$ cat src/rtl/debounce_pkg.sv
// ---------------------------------------------------------------------------
// debounce_pkg
//   Shared types and defaults for the switch debouncer.
//   db_state_t     : debounce FSM states (stable low, settling high,
//                    stable high, settling low).
//   DEFAULT_SETTLE : default settle window in sysclk cycles.
// ---------------------------------------------------------------------------
package debounce_pkg;

  typedef enum logic [1:0] {ZERO, WAIT1, ONE, WAIT0} db_state_t;

  localparam int DEFAULT_SETTLE = 16;

endpackage : debounce_pkg

$ cat src/rtl/sync_2ff.sv
// ---------------------------------------------------------------------------
// sync_2ff
//   Two-flop synchronizer for a single asynchronous level (switch or button
//   pin). q follows d two rising edges later.
//   Ports:
//     sysclk : destination clock
//     reset  : asynchronous, active-high reset (both flops load RST_VAL)
//     d      : asynchronous input
//     q      : synchronized output
// ---------------------------------------------------------------------------
module sync_2ff #(
  parameter logic RST_VAL = 1'b0
) (
  input  logic sysclk,
  input  logic reset,
  input  logic d,
  output logic q
);

  logic r_meta;
  logic r_sync;

  // NOTE: clocked state is always assigned with <= so every flop samples the
  // pre-edge value of its neighbours; blocking here would collapse the chain.
  always_ff @(posedge sysclk or posedge reset) begin
    if (reset) begin
      r_meta <= RST_VAL;
      r_sync <= RST_VAL;
    end else begin
      r_meta <= d;
      r_sync <= r_meta;
    end
  end

  assign q = r_sync;

endmodule : sync_2ff

$ cat src/rtl/sw_debouncer.sv
// ---------------------------------------------------------------------------
// sw_debouncer
//   Debounces one asynchronous mechanical switch into a clean synchronous
//   level with single-cycle edge ticks, and counts aborted settle attempts.
//   Ports:
//     sysclk     : system clock, all state changes on the rising edge
//     reset      : asynchronous, active-high reset
//     sw_in      : raw switch input, asynchronous to sysclk
//     clr_cnt    : synchronous clear of bounce_cnt (wins over a bounce event)
//     db_level   : debounced level
//     rise_tick  : one-cycle pulse in the first cycle of db_level=1
//     fall_tick  : one-cycle pulse in the first cycle of db_level=0
//     bounce_cnt : saturating count of aborted settle attempts
// ---------------------------------------------------------------------------
module sw_debouncer
  import debounce_pkg::*;
#(
  parameter int SETTLE_CYCLES = DEFAULT_SETTLE,  // legal 2..65535
  parameter int BCNT_W        = 8
) (
  input  logic              sysclk,
  input  logic              reset,
  input  logic              sw_in,
  input  logic              clr_cnt,
  output logic              db_level,
  output logic              rise_tick,
  output logic              fall_tick,
  output logic [BCNT_W-1:0] bounce_cnt
);

  localparam int                CNT_W    = $clog2(SETTLE_CYCLES);
  localparam logic [CNT_W-1:0]  CNT_LOAD = CNT_W'(SETTLE_CYCLES - 1);
  localparam logic [BCNT_W-1:0] BCNT_MAX = '1;

  logic              w_sw_sync;

  db_state_t         r_state;
  db_state_t         w_state_nxt;
  logic [CNT_W-1:0]  r_cnt;
  logic [CNT_W-1:0]  w_cnt_nxt;
  logic              r_level;
  logic              r_rise;
  logic              r_fall;
  logic              w_rise_nxt;
  logic              w_fall_nxt;
  logic              w_bounce;
  logic [BCNT_W-1:0] r_bcnt;

  sync_2ff #(
    .RST_VAL (1'b0)
  ) u_sync (
    .sysclk (sysclk),
    .reset  (reset),
    .d      (sw_in),
    .q      (w_sw_sync)
  );

  // -------------------------------------------------------------------------
  // Next-state logic. The entry sample loads SETTLE_CYCLES-1 and the level
  // flips on the sample that finds cnt at 0, so a change is accepted at the
  // (SETTLE_CYCLES+2)-th edge after sw_in was first sampled.
  // -------------------------------------------------------------------------
  always_comb begin
    // NOTE: every output of this block gets a default first, so no path
    // leaves a signal unassigned and no latch is inferred.
    w_state_nxt = r_state;
    w_cnt_nxt   = r_cnt;
    w_rise_nxt  = 1'b0;
    w_fall_nxt  = 1'b0;
    w_bounce    = 1'b0;

    unique case (r_state)
      ZERO: begin
        if (w_sw_sync) begin
          w_state_nxt = WAIT1;
          w_cnt_nxt   = CNT_LOAD;
        end
      end
      WAIT1: begin
        if (!w_sw_sync) begin
          w_state_nxt = ZERO;
          w_bounce    = 1'b1;
        end else if (r_cnt == '0) begin
          w_state_nxt = ONE;
          w_rise_nxt  = 1'b1;
        end else begin
          w_cnt_nxt   = r_cnt - CNT_W'(1);
        end
      end
      ONE: begin
        if (!w_sw_sync) begin
          w_state_nxt = WAIT0;
          w_cnt_nxt   = CNT_LOAD;
        end
      end
      WAIT0: begin
        if (w_sw_sync) begin
          w_state_nxt = ONE;
          w_bounce    = 1'b1;
        end else if (r_cnt == '0) begin
          w_state_nxt = ZERO;
          w_fall_nxt  = 1'b1;
        end else begin
          w_cnt_nxt   = r_cnt - CNT_W'(1);
        end
      end
      default: begin
        w_state_nxt = ZERO;
      end
    endcase
  end

  // State, settle counter and registered outputs. The debounced level is
  // derived from the next state so it changes in the same cycle as the tick.
  always_ff @(posedge sysclk or posedge reset) begin
    if (reset) begin
      r_state <= ZERO;
      r_cnt   <= '0;
      r_level <= 1'b0;
      r_rise  <= 1'b0;
      r_fall  <= 1'b0;
    end else begin
      r_state <= w_state_nxt;
      r_cnt   <= w_cnt_nxt;
      r_level <= (w_state_nxt == ONE) || (w_state_nxt == WAIT0);
      r_rise  <= w_rise_nxt;
      r_fall  <= w_fall_nxt;
    end
  end

  // Bounce event counter: clear has priority, then saturating increment.
  always_ff @(posedge sysclk or posedge reset) begin
    if (reset) begin
      r_bcnt <= '0;
    end else if (clr_cnt) begin
      r_bcnt <= '0;
    end else if (w_bounce && (r_bcnt != BCNT_MAX)) begin
      r_bcnt <= r_bcnt + BCNT_W'(1);
    end
  end

  assign db_level   = r_level;
  assign rise_tick  = r_rise;
  assign fall_tick  = r_fall;
  assign bounce_cnt = r_bcnt;

endmodule : sw_debouncer
$ cat config.mk
export PLATFORM = sky130hd
export DESIGN_NAME = sw_debouncer
export DESIGN_NICKNAME = d
export VERILOG_FILES = /design/src/rtl/debounce_pkg.sv /design/src/rtl/sync_2ff.sv /design/src/rtl/sw_debouncer.sv
export SDC_FILE = /design/constraint.sdc
export NUM_CORES = 1
export LEC_CHECK = 0
export CAP_MARGIN = 10
export CORE_MARGIN = 4
export CORE_UTILIZATION = 55
export CTS_BUF_LIST = sky130_fd_sc_hd__clkbuf_2 sky130_fd_sc_hd__clkbuf_4 sky130_fd_sc_hd__clkbuf_8
export CTS_CLUSTER_DIAMETER = 100
export CTS_CLUSTER_SIZE = 30
export DETAILED_ROUTE_END_ITERATION = 8
export GPL_ROUTABILITY_DRIVEN = 0
export PLACE_DENSITY_LB_ADDON = 0.1
export SYNTH_ARGS = -nofsm -noshare
export SYNTH_HDL_FRONTEND = slang
export SYNTH_SLANG_ARGS = --single-unit
$ cat constraint.sdc
create_clock -name sysclk -period 4.45 [get_ports sysclk]
set_clock_uncertainty 0.1 [all_clocks]
set_input_delay 0.6675 -clock sysclk [delete_from_list [all_inputs] [get_ports sysclk]]
set_output_delay 0.6675 -clock sysclk [all_outputs]
set_load 0.05 [all_outputs]
==> results of run 1 <==
final timing paths:
path                                    start  slack (ns)            end  depth (start not counted)
worst max-delay path                 db_level        2.07       db_level                          1
worst min-delay path            u_sync.r_meta        0.26       u_sync.q                          0
worst max register to register       db_level        2.58  bounce_cnt[7]                          4
worst min register to register  u_sync.r_meta        0.26       u_sync.q                          0
max in group asynchronous               reset        3.14  bounce_cnt[1]                          2
min in group asynchronous               reset        0.69       r_cnt[3]                          2
sequential cells by signal, indices dropped and copies added, names as in the netlist:
name           flops
r_state            1
bounce_cnt         8
fall_tick          1
r_cnt              4
u_sync.r_meta      1
u_sync.q           1
rise_tick          1
db_level           1
cell usage after synthesis (all sizes together):
master	count	area [µm²]
a31oi	1	6.26
a21o	1	7.51
and4	1	8.76
and3b	2	20.0
buf	2	15.0
mux2	1	11.3
xor2	2	17.5
nor3	1	5.00
and4bb	1	12.5
nand3	4	20.0
o31ai	2	15.0
a211oi	1	7.51
nand3b	1	7.51
or3	3	18.8
nand4	2	12.5
ha	2	25.0
o21a	1	7.51
o211ai	1	12.5
nor4	1	6.26
nor2	5	18.8
a21oi	7	35.0
o21ai	3	15.0
inv	5	18.8
dfrtp	18	450
mux2i	2	20.0
or4	2	15.0
xnor2	1	16.3
nand2	3	11.3
power by group through the flow:
| stage | Clock (mW) | Combinational (mW) | Sequential, mW |
|---|---|---|---|
| detailed placement | 0 | 0.0534 | 0.196 |
| floorplan | 0 | 0.0333 | 0.200 |
| global route | 0.113 | 0.0594 | 0.196 |
| finish | 0.100 | 0.0527 | 0.193 |
| global placement | 0 | 0.0504 | 0.195 |
| CTS | 0.105 | 0.0536 | 0.193 |
kinds of logic after synthesis:
| group | after synthesis |
|---|---|
| xor gates and xnor gates | 3 |
| and+or+nand+nor | 26 |
| DFF | 18 |
| adders and majority gates | 2 |
| buffers and inverters | 7 |
| AOI/OAI and AO/OA | 17 |
| muxes | 3 |
per-stage QoR:
| step | std cells | power, mW | hold WS [ns] |
|---|---|---|---|
| 3_3_place_gp | 103 | 0.245 | 0.237 |
| 4_1_cts | 107 | 0.351 | 0.253 |
| 5_1_grt | 107 | 0.368 | 0.272 |
| 2_1_floorplan | 76 | 0.233 | 0.231 |
| 6_report | 107 | 0.345 | 0.255 |
| 3_5_place_dp | 103 | 0.249 | 0.243 |
worst register-to-register path, delay by kind of cell (launching register included):
kind	cells	cell delay (ns)
AOI/OAI and AO/OA	2	0.42
xor gates and xnor gates	1	0.28
DFF	1	0.47
and+or+nand+nor	1	0.52
layer usage:
layer  global-route usage (%)  vias to the layer above  share of wire (%)
met4                     7.73                        0               0.61
met2                     29.3                       25                 48
li1                         -                      308                  -
met1                     24.3                      296                 46
met3                     4.98                        2                5.5
met5                        0                        -                  0
layout make-up:
cell class                      count  area (µm²)
Sequential cell                    18         450
Multi-Input combinational cell     51         353
Fill cell                         100         349
Timing Repair Buffer               14         140
Clock buffer                        4        36.3
Inverter                            5        18.8
Tap cell                           15        18.8
==> results.toml, run 1 <==
[synthesis]
synth_area_um2 = 837
yosys_warnings = 0
yosysSeqAreaShare_pct = 53.8
synth_top_family_by_area = "simple AND/OR/NAND/NOR gates"
synth_fa_ha_area_share_pct = 2.99
synth_cells = 76
synth-simple-area-share_pct = 18.7
postSynthAreaPerCell_um2 = 11.0
synth_xor_xnor_area_share_pct = 4.04
synth-seq-cells = 18
synth_fp_nets = 82
synth.mux.area_fraction_pct = 3.74
ys_types = 29
synth-compound-area-share_pct = 12.7

[clock_network]
holdBufCountCts = 0
cts.sinks = 18
cts_tree = "yes"
cts_buffers = 3
clock_path_buffers = 2
clock-root-buffer = "clkbuf_4"
cts.clk_slew.worst_paths_ns = 0.10
cts_setup_buffers = 0
worst_skew_pair.late_latency_ns = 0.29
cts_resized = 0
htree_levels = 1

[global_route]
grtUsageTotal_pct = 18.6
overflow = 0
grt_pass1_vias = 664
grt_max_degree = 19
antenna_found_initial = 0
grt_pass1_wl_um = 2880

[layout]
drive_above_1_share_pct = 10.9
area_growth_pct = 21.5
num_antenna_cells = 0
layout_common_cells = "dfrtp_1, clkdlybuf4s50_1, a21oi_1"
final_common_cell = "dfrtp_1"
fin_util_pct = 74.5
stdcell_area_um2 = 1020
nets = 99

[detailed_routing]
ant_nets = 0
routedWlPerCell_um = 15.3
avgViaCountPerCell = 5.90
drt_iter0_markers = 15
dr.pass1.iters = 4
post-route-drc-count = 0
vias = 631
wl_um = 1630

[critical_path]
cp_max_fo = 6
path_delay_family = "buffers and inverters"
critical_path_buf_inv_count = 1
crit_type = "flop to output pin"
path_cells = "clkdlybuf4s50_1"
slowest_delay_ns = 0.85
start_kind = "flop"
cp_slowest_cell = "clkdlybuf4s50_1"
crit_path_end_kind = "output pin"
required_ns = 3.68
cp.arrival_ns = 1.61

[worst_hold_path]
hp-class = "flop to flop"

[timing]
slew_viol_final = 0
setup_viol = 0
setup-tns-final_ns = 0
fin_crit_ns = 2.38
relSlewSlack_pct = 55.7
fin_crit_sh_pct = 53.5
rsz0062_at_grt = "false"
tightest_slew_ns = 0.664
fmax_mhz = 420
finalHoldViolations = 0
layout_setup_ws_ns = 2.07

[power_and_ir_drop]
p_seq_share_pct = 55.8
leakage_nw = 0.433
p_per_area_nw_per_um2 = 339
ir_drop_mv = 0.263
p_sw_share_pct = 27.8
p_sw_uw = 95.8
combPwrFrac_pct = 15.3
internal-power_uw = 249
clkPwrFrac_pct = 29.0

[die]
io_pins = 15
die_y_um = 47.0
dieArea_um2 = 2210
core_um2 = 1370
start_util_pct = 61.3
rows = 13
die_w_um = 47.0

[placement]
numPortBuffers = 14
post-place-ws_ns = 2.40
post_dp_cell_area_um2 = 981

[run]
drv_cap = 0

[run_status]
status = "complete, no violations"
No activity file was read; power rests on OpenSTA's default activity.
==> inputs of run 2 (changes only) <==
CORE_UTILIZATION = 48   (was 55)
clock period = 2.05 ns   (was 4.45 ns; I/O delays follow)
==> run 2 against run 1 <==
Effect of this change:
- global-route usage down 4.4 points
- critical path depth unchanged
- design area is 1.4% higher
- critical path type unchanged
- largest power group unchanged
- combinational power up 120%
- largest cell class unchanged
- highest routed layer unchanged
- cell count rose by 1.9%
==> results.toml, run 2 (synthesis results as in run 1) <==
[run_status]
status = "complete, no violations"

[timing]
setup_viol = 0
finalHoldViolations = 0
fmax_mhz = 506
relSlewSlack_pct = 64.7
slew_viol_final = 0
setup-tns-final_ns = 0
tightest_slew_ns = 0.528
fin_crit_ns = 1.98
rsz0062_at_grt = "false"
fin_crit_sh_pct = 96.4

[layout]
ff_latch_area_um2 = 450
drive_above_1_share_pct = 12.9
multiInputGateArea_um2 = 353
largest_reg_flops = 8
fin_util_pct = 65.4
fill_cells = 130
layout_common_cells = "dfrtp_1, clkdlybuf4s50_1, a21oi_1"
final_common_cell = "dfrtp_1"
nets = 100
area_growth_pct = 23.2
num_antenna_cells = 0

[global_route]
grt_pass1_wl_um = 2600
grt_util_met1_pct = 19.0
met2_usage_pct = 19.2
grt_max_degree = 19
grt_pass1_vias = 573
overflow = 0
busiest_layer = "met2"
antenna_found_initial = 0
grtUsageTotal_pct = 14.2
met3_usage_pct = 3.92

[critical_path]
crit_start = "bounce_cnt[0]"
cp_max_fo = 4
path_cells = "clkdlybuf4s50_1"
critical_path_buf_inv_count = 1
crit_type = "flop to output pin"
timing.rr.start = "db_level"
slowest_delay_ns = 0.84
cp_slowest_cell = "clkdlybuf4s50_1"
cp.arrival_ns = 1.57
crit_path_end_kind = "output pin"
required_ns = 1.64
path_delay_family = "buffers and inverters"
start_kind = "flop"

[detailed_routing]
dr.pass1.iters = 4
routedWlPerCell_um = 14.9
vias = 653
avgViaCountPerCell = 5.99
wl_um = 1620
ant_nets = 0
post-route-drc-count = 0
drt_iter0_markers = 12

[clock_network]
htree_levels = 1
clock_path_buffers = 2
cts_tree = "yes"
clock-root-buffer = "clkbuf_4"
holdBufCountCts = 0
cts.clk_slew.worst_paths_ns = 0.11
cts_setup_buffers = 0
cts_resized = 0
cts_buffers = 3
cts.sinks = 18
worst_skew_pair.late_latency_ns = 0.30

[die]
dieArea_um2 = 2480
core_um2 = 1580
io_pins = 15
rows = 14
start_util_pct = 53.1
die_y_um = 49.8
die_w_um = 49.8

[placement]
dp_hpwl_um = 1100
numPortBuffers = 14

[power_and_ir_drop]
leakage_nw = 0.496
ir_drop_mv = 0.413
p_per_area_nw_per_um2 = 734

[run]
drv_cap = 0

[worst_hold_path]
hp-class = "input pin to async pin"
run 2: cell type report:
class	instances	area share [%]
clock buffers	4	3.52
inverters	5	1.82
multi-input cells	51	34.2
flip-flops and latches	18	43.7
well taps	16	1.94
repair buffers	15	14.8
run 2: power by group:
part           internal (mW)  leakage (nW)  total (mW)  switching (mW)
logic                 0.0501         0.249       0.116          0.0656
registers              0.384         0.227       0.418          0.0336
clock network          0.108        0.0210       0.224           0.115
run 2: worst paths after layout:
kind,endpoint,slack (ns),cells after the start
setup / recovery,bounce_cnt[0],0.07,1
hold / removal,bounce_cnt[1],0.20,3
setup reg to reg,bounce_cnt[5],0.16,4
hold reg to reg,u_sync.q,0.26,0
max in group asynchronous,r_state[0],1.44,3
min in group sysclk,u_sync.q,0.26,0
run 2: routing by layer:
| metal | wire (µm) | share of wire [%] |
|---|---|---|
| met2 | 694 | 43 |
| met1 | 775 | 48 |
| met5 | 0 | 0 |
| met3 | 103 | 6.3 |
| met4 | 49 | 3.0 |
run 2: stage by stage:
step                      area, µm²  total power [mW]  setup WS, ns  cells  hold WS (ns)
after floorplan                 837             0.506         0.174     76         0.146
after global placement          987             0.533         0.235    105         0.232
after detailed placement        987             0.541         0.186    105         0.241
after CTS                      1020             0.763        0.0158    109         0.212
after global routing           1030             0.799        0.0166    109         0.238
final                          1030             0.757        0.0734    109         0.204
